<file path="src/rtl/io_pwr_seq_pkg.sv">
// Shared definitions for the IO supply-domain power sequencer.
package io_pwr_seq_pkg;

    // Sequencer state encoding.
    typedef logic [2:0] state_t;

    localparam state_t ST_OFF       = 3'd0;
    localparam state_t ST_UP_EN     = 3'd1;
    localparam state_t ST_UP_SETTLE = 3'd2;
    localparam state_t ST_UP_REL    = 3'd3;
    localparam state_t ST_ON        = 3'd4;
    localparam state_t ST_DN_ISO    = 3'd5;
    localparam state_t ST_DN_OFF    = 3'd6;
    localparam state_t ST_ERR       = 3'd7;

    // Index width that never collapses to zero bits for a single domain.
    function automatic int unsigned clog2_min1(input int unsigned n);
        return (n <= 1) ? 1 : $clog2(n);
    endfunction

endpackage

</file>
<file path="src/rtl/io_pwr_sync.sv">
// Multi-stage synchroniser for a bus of independent asynchronous level signals.
module io_pwr_sync #(
    parameter int unsigned WIDTH  = 1,
    parameter int unsigned STAGES = 2
) (
    input  logic             clk,
    input  logic             rst_n,
    input  logic [WIDTH-1:0] d_i,
    output logic [WIDTH-1:0] q_o
);

    logic [STAGES-1:0][WIDTH-1:0] stage_q;

    // Shift the raw inputs through the flop chain; reset reads as "not good".
    always_ff @(posedge clk or negedge rst_n) begin
        if (!rst_n) begin
            stage_q <= '0;
        end else begin
            stage_q <= {stage_q[STAGES-2:0], d_i};
        end
    end

    assign q_o = stage_q[STAGES-1];

endmodule

</file>
<file path="src/rtl/io_pwr_seq_ctrl.sv">
// Power sequencer for N switchable pad-ring supply domains: ordered power-up
// (switch, power-good, settle, isolation release) and reverse power-down.
module io_pwr_seq_ctrl
    import io_pwr_seq_pkg::*;
#(
    parameter int unsigned N_DOM       = 4,
    parameter int unsigned CNT_W       = 16,
    parameter int unsigned PG_TIMEOUT  = 1000,
    parameter int unsigned SETTLE_CYC  = 16,
    parameter int unsigned ISO_CYC     = 4,
    parameter int unsigned SYNC_STAGES = 2,
    localparam int unsigned IDX_W      = clog2_min1(N_DOM)
) (
    input  logic             clk,
    input  logic             rst_n,
    input  logic             pwr_req_i,
    output logic             pwr_ack_o,
    output logic             busy_o,
    output logic [N_DOM-1:0] sw_en_o,
    input  logic [N_DOM-1:0] pg_i,
    output logic [N_DOM-1:0] iso_o,
    output logic             err_o,
    output logic [IDX_W-1:0] err_dom_o,
    input  logic             err_clr_i
);

    localparam logic [IDX_W-1:0] LAST_IDX    = IDX_W'(N_DOM - 1);
    localparam logic [CNT_W-1:0] PG_LAST     = CNT_W'(PG_TIMEOUT - 1);
    localparam logic [CNT_W-1:0] SETTLE_LAST = CNT_W'(SETTLE_CYC - 1);
    localparam logic [CNT_W-1:0] ISO_LAST    = CNT_W'(ISO_CYC - 1);
    localparam logic [CNT_W-1:0] CNT_MAX     = {CNT_W{1'b1}};

    state_t             state_q, state_d;
    logic [IDX_W-1:0]   idx_q, idx_d;
    logic [CNT_W-1:0]   cnt_q, cnt_d;
    logic [N_DOM-1:0]   sw_en_q, sw_en_d;
    logic [N_DOM-1:0]   iso_q, iso_d;
    logic               ack_q, ack_d;
    logic               busy_q, busy_d;
    logic               err_q, err_d;
    logic [IDX_W-1:0]   err_dom_q, err_dom_d;
    logic [N_DOM-1:0]   pg_s;

    io_pwr_sync #(
        .WIDTH  (N_DOM),
        .STAGES (SYNC_STAGES)
    ) u_pg_sync (
        .clk   (clk),
        .rst_n (rst_n),
        .d_i   (pg_i),
        .q_o   (pg_s)
    );

    // Next state, index, switch/clamp outputs and counter; outputs follow the next state.
    always_comb begin
        state_d   = state_q;
        idx_d     = idx_q;
        sw_en_d   = sw_en_q;
        iso_d     = iso_q;
        err_d     = err_q;
        err_dom_d = err_dom_q;

        case (state_q)
            ST_OFF: begin
                if (pwr_req_i) begin
                    state_d    = ST_UP_EN;
                    idx_d      = '0;
                    sw_en_d[0] = 1'b1;
                end
            end
            ST_UP_EN: begin
                if (!pwr_req_i) begin
                    state_d       = ST_DN_ISO;
                    iso_d[idx_q]  = 1'b1;
                end else if (pg_s[idx_q]) begin
                    state_d = ST_UP_SETTLE;
                end else if (cnt_q == PG_LAST) begin
                    state_d   = ST_ERR;
                    err_d     = 1'b1;
                    err_dom_d = idx_q;
                    sw_en_d   = '0;
                    iso_d     = '1;
                end
            end
            ST_UP_SETTLE: begin
                if (!pwr_req_i) begin
                    state_d      = ST_DN_ISO;
                    iso_d[idx_q] = 1'b1;
                end else if (cnt_q == SETTLE_LAST) begin
                    state_d = ST_UP_REL;
                end
            end
            ST_UP_REL: begin
                if (!pwr_req_i) begin
                    state_d      = ST_DN_ISO;
                    iso_d[idx_q] = 1'b1;
                end else begin
                    // Clamp drops as this state is left, giving the full up latency.
                    iso_d[idx_q] = 1'b0;
                    if (idx_q == LAST_IDX) begin
                        state_d = ST_ON;
                    end else begin
                        state_d                        = ST_UP_EN;
                        idx_d                          = idx_q + IDX_W'(1);
                        sw_en_d[idx_q + IDX_W'(1)]     = 1'b1;
                    end
                end
            end
            ST_ON: begin
                // A pg drop while ON is deliberately not acted upon.
                if (!pwr_req_i) begin
                    state_d         = ST_DN_ISO;
                    idx_d           = LAST_IDX;
                    iso_d[LAST_IDX] = 1'b1;
                end
            end
            ST_DN_ISO: begin
                if (pwr_req_i) begin
                    state_d        = ST_UP_EN;
                    sw_en_d[idx_q] = 1'b1;
                end else if (cnt_q == ISO_LAST) begin
                    state_d        = ST_DN_OFF;
                    sw_en_d[idx_q] = 1'b0;
                end
            end
            ST_DN_OFF: begin
                if (pwr_req_i) begin
                    state_d        = ST_UP_EN;
                    sw_en_d[idx_q] = 1'b1;
                end else if (!pg_s[idx_q] || cnt_q == PG_LAST) begin
                    // A fall timeout is flagged but the power-down carries on.
                    if (pg_s[idx_q]) begin
                        err_d     = 1'b1;
                        err_dom_d = idx_q;
                    end
                    if (idx_q == '0) begin
                        state_d = ST_OFF;
                    end else begin
                        state_d                    = ST_DN_ISO;
                        idx_d                      = idx_q - IDX_W'(1);
                        iso_d[idx_q - IDX_W'(1)]   = 1'b1;
                    end
                end
            end
            ST_ERR: begin
                sw_en_d = '0;
                iso_d   = '1;
                if (!pwr_req_i && err_clr_i) begin
                    state_d = ST_OFF;
                    idx_d   = '0;
                    err_d   = 1'b0;
                end
            end
            default: begin
                state_d = ST_ERR;
                sw_en_d = '0;
                iso_d   = '1;
            end
        endcase

        ack_d  = (state_d == ST_ON);
        busy_d = !((state_d == ST_OFF) || (state_d == ST_ON) || (state_d == ST_ERR));

        // Counter measures time spent at one (state, idx) pair; saturates instead of wrapping.
        if ((state_d != state_q) || (idx_d != idx_q)) begin
            cnt_d = '0;
        end else if (cnt_q == CNT_MAX) begin
            cnt_d = cnt_q;
        end else begin
            cnt_d = cnt_q + CNT_W'(1);
        end
    end

    // State and registered outputs.
    always_ff @(posedge clk or negedge rst_n) begin
        if (!rst_n) begin
            state_q   <= ST_OFF;
            idx_q     <= '0;
            cnt_q     <= '0;
            sw_en_q   <= '0;
            iso_q     <= '1;
            ack_q     <= 1'b0;
            busy_q    <= 1'b0;
            err_q     <= 1'b0;
            err_dom_q <= '0;
        end else begin
            state_q   <= state_d;
            idx_q     <= idx_d;
            cnt_q     <= cnt_d;
            sw_en_q   <= sw_en_d;
            iso_q     <= iso_d;
            ack_q     <= ack_d;
            busy_q    <= busy_d;
            err_q     <= err_d;
            err_dom_q <= err_dom_d;
        end
    end

    assign sw_en_o   = sw_en_q;
    assign iso_o     = iso_q;
    assign pwr_ack_o = ack_q;
    assign busy_o    = busy_q;
    assign err_o     = err_q;
    assign err_dom_o = err_dom_q;

endmodule

</file>
<file path="config.mk">
export PLATFORM = sky130hd
export DESIGN_NAME = io_pwr_seq_ctrl
export DESIGN_NICKNAME = d
export VERILOG_FILES = /design/src/rtl/io_pwr_seq_pkg.sv /design/src/rtl/io_pwr_sync.sv /design/src/rtl/io_pwr_seq_ctrl.sv
export SDC_FILE = /design/constraint.sdc
export NUM_CORES = 1
export LEC_CHECK = 0
export CAP_MARGIN = 30
export CORE_MARGIN = 5
export CORE_UTILIZATION = 50
export CTS_CLUSTER_SIZE = 24
export DETAILED_ROUTE_END_ITERATION = 6
export PLACE_DENSITY = 0.69
export SYNTH_ARGS = -nofsm -noshare
export SYNTH_HDL_FRONTEND = slang
export SYNTH_SLANG_ARGS = --single-unit
</file>
<file path="constraint.sdc">
create_clock -name clk -period 3.5 [get_ports clk]
set_input_delay 0.7 -clock clk [delete_from_list [all_inputs] [get_ports clk]]
set_output_delay 0.7 -clock clk [all_outputs]
set_load 0.05 [all_outputs]
</file>
Word-level counts from Yosys, hierarchy flattened
Cells that the tools add are included.
W data, S select, Z words.

storage, ports and cells
  RAM bits = 0
  latch bits = 0
  memories = 0
  input port bits = 8
  register bits after elaboration = 42
  memory bits (read-only) = 0
  output and inout port bits = 13
  logic and storage cells = 161

cells by class
  add/sub/neg operators = 3
  bitwise gates (word level) = 7
  equal/unequal tests = 34
  div/mod/pow operators = 0
  multiplexer cells = 72
  multiply operators = 0
  order comparisons = 6
  reductions and logical operators = 26
  shift operators = 0

operators by type and width
  kind                     number
  $mux W4                  16
  $mux W3                  15
  $mux W16                 2
  $ne A2 B2 Y1 const B     15
  $pmux W3 S5              2
  $mux W2                  14
  $pmux W3 S8              1
  $reduce_and A8 Y1        3
  $eq A3 B3 Y1 const B     6
  $add A16 B1 Y16 const B  1
  $eq A16 B10 Y1 const B   1
  $eq A16 B16 Y1 const B   1
  $eq A16 B2 Y1 const B    1
  $eq A16 B4 Y1 const B    1
  $or A4 B4 Y4             4
  $reduce_and A7 Y1        2
  $mux W1                  13
  $pmux W1 S6              2
  $reduce_bool A6 Y1       2
  $pmux W2 S5              1
  $reduce_bool A5 Y1       2
  $lt A2 B3 Y1 const B     3
  $ne A3 B3 Y1 const B     3
  $reduce_and A9 Y1        1
  other kinds (21)         36

Longest topological paths before layout
Gate-level depths: netlist of the first run.

  word-level depth = 11
  gate-level depth with buffers = 9
  mapped depth without buffers = 7

By module
Synthesis of the first run repeated with hierarchy kept, for this count alone.

unflattened totals
  cells, all modules = 318
  area, all modules = 2912.8 µm²

modules (own cells, without submodules)
  module           sequential area each (µm²)  area an instance (µm²)  cells each  times used
  io_pwr_seq_ctrl  855.8                       2682.6                  306         1
  io_pwr_sync      200.2                       230.2                   12          1

Worst setup path after synthesis of the first run
OpenSTA, ideal clock, no wires.

  kind = input-to-reg
  from = input port pwr_req_i
  to = register cnt_q[10]
  cell stages on the path = 8
  slack = 0.898 ns
  library setup time = 0.124 ns
  path buffers = 3
  data required time = 3.376 ns
  arrival = 2.478 ns
  cell sequence = clkbuf_1 -> clkbuf_1 -> o32ai_1 -> a2111oi_0 -> o211ai_2 -> o2111ai_4 -> clkbuf_4 -> nor4_2

on the way
  longest elaborated chain between the ends = 7
  elaborated cells on any way between the ends = 22
  those cells by class = 3 x eq/ne; 16 x mux; 3 x reduce/logical

RTL lines
  what                                                line                    text
  start, declared                                     io_pwr_seq_ctrl.sv:16   input logic pwr_req_i,
  $logic_not A1 Y1                                    io_pwr_seq_ctrl.sv:148  if (!pwr_req_i && err_clr_i) begin
  $logic_and A1 B1 Y1                                 io_pwr_seq_ctrl.sv:148
  $mux W3 or $mux W2 (tied branches)                  io_pwr_seq_ctrl.sv:148
  $pmux W3 S8 or $pmux W2 S5 (tied branches)          io_pwr_seq_ctrl.sv:63   case (state_q)
  $ne A3 B3 Y1 or $ne A2 B2 Y1 (tied branches)        io_pwr_seq_ctrl.sv:165  if ((state_d != state_q) || (idx_d != idx_q)) begin
  $logic_or A1 B1 Y1 (*)                              io_pwr_seq_ctrl.sv:165
  $ne A2 B2 Y1 (no line) or $mux W16 (tied branches)  n/a
  end signal, assigned                                io_pwr_seq_ctrl.sv:189  cnt_q <= cnt_d;
  end, declared                                       io_pwr_seq_ctrl.sv:35   logic [CNT_W-1:0] cnt_q, cnt_d;

Mark *: on every way between the ends. The rest lies on a longest branch, timed or not.
A chain may end at the register's enable or synchronous reset.

Final worst setup path of the first run
  from = register cnt_q[11]
  to = register cnt_q[13]

on the way
  longest elaborated chain between the ends = 8
  elaborated cells on any way between the ends = 25
  those cells by class = 1 x add/sub; 7 x eq/ne; 15 x mux; 2 x reduce/logical

RTL lines
  what                                                line                                           text
  $eq A16 B10 Y1                                      io_pwr_seq_ctrl.sv:77, io_pwr_seq_ctrl.sv:130
  $mux W3 or $logic_or A1 B1 Y1 (tied branches)       io_pwr_seq_ctrl.sv:77, io_pwr_seq_ctrl.sv:130
  $mux W3 (tied with other cells)                     io_pwr_seq_ctrl.sv:75                          end else if (pg_s[idx_q]) begin
  $mux W3 (tied with other cells)                     io_pwr_seq_ctrl.sv:72                          if (!pwr_req_i) begin
  $pmux W3 S8 or $pmux W2 S5 (tied branches)          io_pwr_seq_ctrl.sv:63
  $ne A3 B3 Y1 or $ne A2 B2 Y1 (tied branches)        io_pwr_seq_ctrl.sv:165
  $logic_or A1 B1 Y1                                  io_pwr_seq_ctrl.sv:165
  $ne A2 B2 Y1 (no line) or $mux W16 (tied branches)  n/a

Several ways; a longest one is shown, not always the timed one. The select of a mux whose other input is x is not followed.

==> metrics.txt, run 1 <==
status=completed; ratio of final minimum period to clock period=85.2%; Slew HR=48.7%; first-pass GRT wire length=13,600 µm; vias in the first global route=2,683; Setup Skew=0.00724 ns; row count=28; # DRC=0; Layout area overhead=13.0%; Placeable Area=0.00596 mm²; fin crit period=2.98 ns; Pre-antenna DRT Iters=5; final setup vio count=0; ys flop type=dfrtp_1; mapped cell area=0.00308 mm²; Worst VDD drop=0.386 mV; CP arrival=3.13 ns; final wirelength=8210 µm; H-tree Lvls=2; kind of critical path=flip-flop to flip-flop; Slowest-stage cell, CP=or4_1; Post-Syn Area per Cell=8.91 µm²; RD Place Congestion=0.935; setup TNS=0 ns; CTS clk-pin slew, worst paths=0.09 ns; ANT nets after route=0; total CTS buffers=5; Worst setup EP type=flip-flop; Die Y=88.4 µm; Filler cells=542; initial antenna violation count=0; EDFF count, synth=0; initial core utilization=51.6%; CTS tree=done; Hold Buf Count CTS=0; Yosys Warn Count=0; PostCTS Resize Cnt=0; layout cells sized above 1=17.7%; largest net degree at the start of global routing=43; syn_nets=354; clk root buf=clkbuf_8; Worst-Margin Slew=0.770 ns; Vias/cell=6.65; Clk Latency, worst-skew pair=0.30 ns; Nets=370; PortBufs=20; die width=88.4 µm; delay-heaviest family, CP=simple AND/OR/NAND/NOR gates; Async SR Flop Fraction=100%; Slew Limit Fails=0; post-synthesis cell type count=74; Synth Instances=345; post-DP HPWL=5790 µm; clk buf depth=2; routed vias=2,905; data required time of the critical path=3.65 ns; WP buf/inv=0; PwrDens=771 mW/mm²; final count of hold timing violations=0; ordered cell list for the critical path=or4_4 > or4_1 > nand2_8 > a32oi_4 > o2111ai_4 > nor4_1; startpoint types=flip-flop; #FFs+latches synth=42; Ports=21; DR iter-0 viols=293; CP Max Fanout=16; Antenna diodes=0; GRT overflow=0; worst hold path type=input port to asynchronous set/reset pin; Tot Pwr=2.68 mW; Max Freq=0.336 GHz; crit-path max cell delay=0.77 ns; Leak=1.27 nW; Post-CTS Setup Bufs=0; RSZ-0062 raised after global routing=no; max-cap viol count=0; GRT Overall Usage=22.2%; Clock Sinks=42; Die ar.=0.00782 mm²; routed len/inst=18.8 µm; sequential fraction of the synthesis area=34.3%
## cell usage in the layout, fill, tap and decap left out, drive strengths merged, types with 7 or more instances in the layout
master          n
a21oi          22
a31oi          10
buf            15
clkdlybuf4s50  19
dfrtp          38
inv            10
nand2          30
nand2b         10
nand3          15
nand4           7
nor2           21
nor2b           9
nor3           10
nor4           24
o21ai          23
xnor2           8
## cell type report
type / instances / area (µm²) / share of cell area [%]
clock buffer: 5 / 68.8 / 1.98
clock inverter: 3 / 45.0 / 1.30
sequential: 42 / 1060 / 30.4
inverter: 10 / 37.5 / 1.08
multi-input combinational: 268 / 1860 / 53.6
tap: 75 / 93.8 / 2.70
timing repair buffer: 34 / 313 / 9.00
## registers in the layout, summed over array words and instances, names as in the netlist
name	count
cnt_q	16
iso_o	4
sw_en_o	4
u_pg_sync.q_o	4
u_pg_sync.stage_q	4
state_q	3
err_dom_o	2
idx_q	2
busy_o	1
err_o	1
pwr_ack_o	1
## Yosys cell counts, types with 2 or more instances
library cell	instances	area share [%]
nor4_1	12	2.4
inv_1	10	1.2
nand2_1	28	3.4
o2111ai_1	2	0.57
nor4_2	11	4.5
mux2_1	2	0.73
a21oi_1	21	3.4
o32ai_1	2	0.57
or4_1	4	0.98
nor2_1	19	2.3
a211oi_1	4	0.98
nor2_2	2	0.41
a21o_1	2	0.49
a31o_1	2	0.57
o31ai_1	3	0.73
and3_1	3	0.61
buf_2	3	0.49
clkbuf_1	15	1.8
mux2i_1	2	0.65
and2_1	4	0.81
o21ai_1	5	0.81
and3b_1	2	0.57
a21boi_1	2	0.49
buf_6	2	0.73
xor2_1	2	0.57
o22ai_1	3	0.61
dfstp_2	4	3.4
nand2b_1	10	2.0
or2_2	4	0.81
nand4_1	7	1.4
a41oi_1	3	0.85
dfrtp_1	38	31
o2111ai_4	2	1.7
nor3_1	10	1.6
buf_1	3	0.37
o211ai_2	2	0.81
xnor2_1	8	2.3
o21ai_0	18	2.9
nand3_1	15	2.4
nor2b_1	9	1.8
a31oi_1	9	1.8
nor3b_1	4	0.98
## per-stage QoR
| stage | cell area [µm²] | setup slack [ns] | std cells | util [%] | hold slack (ns) |
|---|---|---|---|---|---|
| 2_1_floorplan | 3080 | 0.898 | 345 | - | 0.331 |
| 3_3_place_gp | 3340 | 0.526 | 428 | 56.1 | 0.332 |
| 3_5_place_dp | 3340 | 0.446 | 428 | 56.1 | 0.337 |
| 4_1_cts | 3460 | 0.531 | 436 | 58.0 | 0.358 |
| 5_1_grt | 3480 | 0.453 | 437 | 58.4 | 0.332 |
| 6_report | 3480 | 0.520 | 437 | 58.4 | 0.315 |
## report_power, final
group | leakage [nW] | total [mW] | switching, mW | internal (mW)
registers | 0.537 | 0.708 | 0.140 | 0.569
logic | 0.683 | 1.58 | 1.04 | 0.540
clock network | 0.0504 | 0.392 | 0.180 | 0.212
total | 1.27 | 2.68 | 1.36 | 1.32
## cells by family after synthesis
kind of cell               count (synthesis)  share of synthesized area (%)
AOI/OAI and AO/OA                         99                           24.4
xor gates and xnor gates                  10                           2.85
adders and majority gates                  1                          0.407
buffers and inverters                     35                           5.13
DFF                                       42                           34.3
muxes                                      6                           2.48
and+or+nand+nor                          152                           30.4
## path summary, 6_finish.rpt
| path | to | slack, ns | from | depth (start not counted) |
|---|---|---|---|---|
| min | sw_en_o[3] | 0.32 | rst_n | 1 |
| max reg2reg | cnt_q[13] | 0.52 | cnt_q[11] | 6 |
| max in group asynchronous | err_dom_o[1] | 2.70 | rst_n | 2 |
| max | cnt_q[13] | 0.52 | cnt_q[11] | 6 |
| min reg2reg | u_pg_sync.q_o[3] | 0.35 | u_pg_sync.stage_q[3] | 0 |
| min in group clk | u_pg_sync.q_o[3] | 0.35 | u_pg_sync.stage_q[3] | 0 |
## routing by layer
metal	track usage (%)	part of all wire, %	vias to the layer above
li1	-	-	1334
met1	30.9	44	1412
met2	35.1	47	138
met3	3.35	6.9	21
met4	7.83	2.4	0
met5	0	0	-
(Power assumes the default switching activity.)
==> inputs of run 2 (changes only) <==
Settings changed: CELL_PAD_IN_SITES_DETAIL_PLACEMENT set to 1, CELL_PAD_IN_SITES_GLOBAL_PLACEMENT set to 2, CORE_UTILIZATION 50 to 37, PLACE_DENSITY 0.69 to unset, PLACE_DENSITY_LB_ADDON set to 0.1.
==> run 2 against run 1 <==
Compared with the run above: worst hold slack gained 0.040 ns; wire length up 20%; critical path depth did not move; highest routed layer unchanged; critical path type unchanged.
==> metrics.txt, run 2 (synthesis results as in run 1) <==
DR iter-0 viols=244 (-17%); Max Freq=0.325 GHz (-3.2%); PwrDens=770 mW/mm² (-0.17%); Clk Latency, worst-skew pair=0.31 ns (about the same); CP Max Fanout=16 (unchanged); CTS tree=done; final wirelength=9870 µm (+20%); CTS clk-pin slew, worst paths=0.10 ns (about the same); ANT nets after route=0 (unchanged); crit-path max cell delay=0.81 ns (+0.04 ns); routed len/inst=20.9 µm (+11%); total CTS buffers=5 (unchanged); grt met1 use=30.5% (-0.41 points); fin crit period=3.08 ns (+0.0971 ns); Leak=1.30 nW (+2.4%); ordered cell list for the critical path=or4_4 > or4_1 > nand2_8 > a32oi_4 > o2111ai_4 > nor4_1; CP arrival=3.23 ns (+0.10 ns); Final WS setup=0.423 ns (-0.0971 ns); Slowest-stage cell, CP=or4_1; final setup vio count=0 (unchanged); Clock Sinks=42 (unchanged); Antenna diodes=0 (unchanged); Tot Pwr=2.73 mW (+2.0%); worst hold path type=input port to asynchronous set/reset pin; GRT overflow=0 (unchanged); Layout area overhead=15.5%; post-DP HPWL=7240 µm (+25%); Vias/cell=6.13 (-7.9%); largest net degree at the start of global routing=24 (-44%); final count of hold timing violations=0 (unchanged); initial antenna violation count=0 (unchanged); kind of critical path=flip-flop to flip-flop; worst r2r path cells=6 (unchanged); Pre-antenna DRT Iters=4 (-1); RD Place Congestion=0.860 (-8.0%); setup TNS=0 ns (unchanged); max-cap viol count=0 (unchanged); Worst setup EP type=flip-flop; # DRC=0 (unchanged); met3 usage=2.89% (-0.46 points); Post-CTS Setup Bufs=0 (unchanged); status=completed; layout cells sized above 1=18.8% (+1.1 points); H-tree Lvls=2 (unchanged); Placeable Area=0.00818 mm² (+37%); Hold Buf Count CTS=0 (unchanged); Die ar.=0.0102 mm² (+31%); GRT busiest layer=met2; Die Y=101 µm (+14%); GRT Overall Usage=20.3% (-1.8 points); Setup Skew=0.0141 ns (+0.00690 ns); RSZ-0062 raised after global routing=no; DP Worst Slack=0.211 ns (-0.235 ns); Filler cells=962 (+77%); Slew Limit Fails=0 (unchanged); clk buf depth=2 (unchanged); vias in the first global route=2,950 (+10%); Largest Register=cnt_q; Slew HR=51.2% (+2.5 points); flop-to-flop setup slack=0.42 ns (-0.10 ns); r2r startpoint=cnt_q[11]; Worst VDD drop=0.379 mV (-1.9%); routed vias=2,891 (-0.48%); Ports=21 (unchanged); most common cell after layout, fill and taps aside=dfrtp_1; first-pass GRT wire length=16,400 µm (+21%); GRT met2 Usage=31.3% (-3.7 points); ratio of final minimum period to clock period=87.9% (+2.8 points); PostCTS Resize Cnt=0 (unchanged); data required time of the critical path=3.65 ns (about the same); Nets=375 (+1.4%); Reg-to-Reg End=cnt_q[14]; initial core utilization=37.6% (-14 points); row count=33 (+18%); PortBufs=20 (unchanged); die width=101 µm (+14%); clk root buf=clkbuf_8; most frequent cells in the layout=dfrtp_1 (38), nand2_1 (28), a21oi_1 (21), nor2_1 (19), clkdlybuf4s50_1 (19); startpoint types=flip-flop; max reg flops=16 (unchanged); Worst-Margin Slew=0.731 ns (-0.0391 ns)
## run 2: layout make-up
| cell class | instances | area, µm² | area share (%) |
|---|---|---|---|
| Clock buffer | 6 | 82.6 | 2.32 |
| Clock inverter | 2 | 12.5 | 0.352 |
| Inverter | 10 | 37.5 | 1.06 |
| Multi-Input combinational cell | 268 | 1860 | 52.4 |
| Sequential cell | 42 | 1060 | 29.7 |
| Tap cell | 105 | 131 | 3.70 |
| Timing Repair Buffer | 39 | 370 | 10.4 |
## run 2: worst max-delay path: cells and delay by family, from the launching register on
family	cells	cell delay [ns]
AOI/OAI and AO/OA	2	0.72
and+or+nand+nor	4	1.74
DFF	1	0.45
## run 2: routing by layer
metal / routed length [µm] / vias to the layer above
met3: 549 / 6
met1: 4660 / 1471
met2: 4600 / 70
met4: 64 / 0
li1: - / 1344
met5: 0 / -
## run 2: worst max-delay path by stage
stage / start / endpoint / slack, ns
floorplan: pwr_req_i / cnt_q[10] / 0.90
global placement: pwr_req_i / cnt_q[0] / 0.30
detailed placement: pwr_req_i / cnt_q[14] / 0.21
CTS: cnt_q[11] / cnt_q[14] / 0.41
global route: cnt_q[11] / cnt_q[14] / 0.29
finish: cnt_q[11] / cnt_q[14] / 0.42
## run 2: metrics by stage
stage,util (%),instance area [µm²],hold slack [ns],instances
3_3_place_gp,41.9,3430,0.335,463
2_1_floorplan,-,3080,0.331,345
5_1_grt,43.4,3550,0.375,472
4_1_cts,43.4,3550,0.364,472
3_5_place_dp,42.3,3460,0.337,464
6_report,43.4,3550,0.356,472
## run 2: report_power, final
group          internal [mW]  total, mW  switching (mW)
Sequential             0.570      0.673           0.104
Clock                  0.159      0.353           0.193
Combinational          0.568       1.71            1.14
Total                   1.30       2.73            1.44
==> inputs of run 3 (changes only) <==
Settings changed: SLEW_MARGIN set to 20.
==> results of run 3 <==
Same layout as run 2: the final DEF is identical, and so are final timing and power.
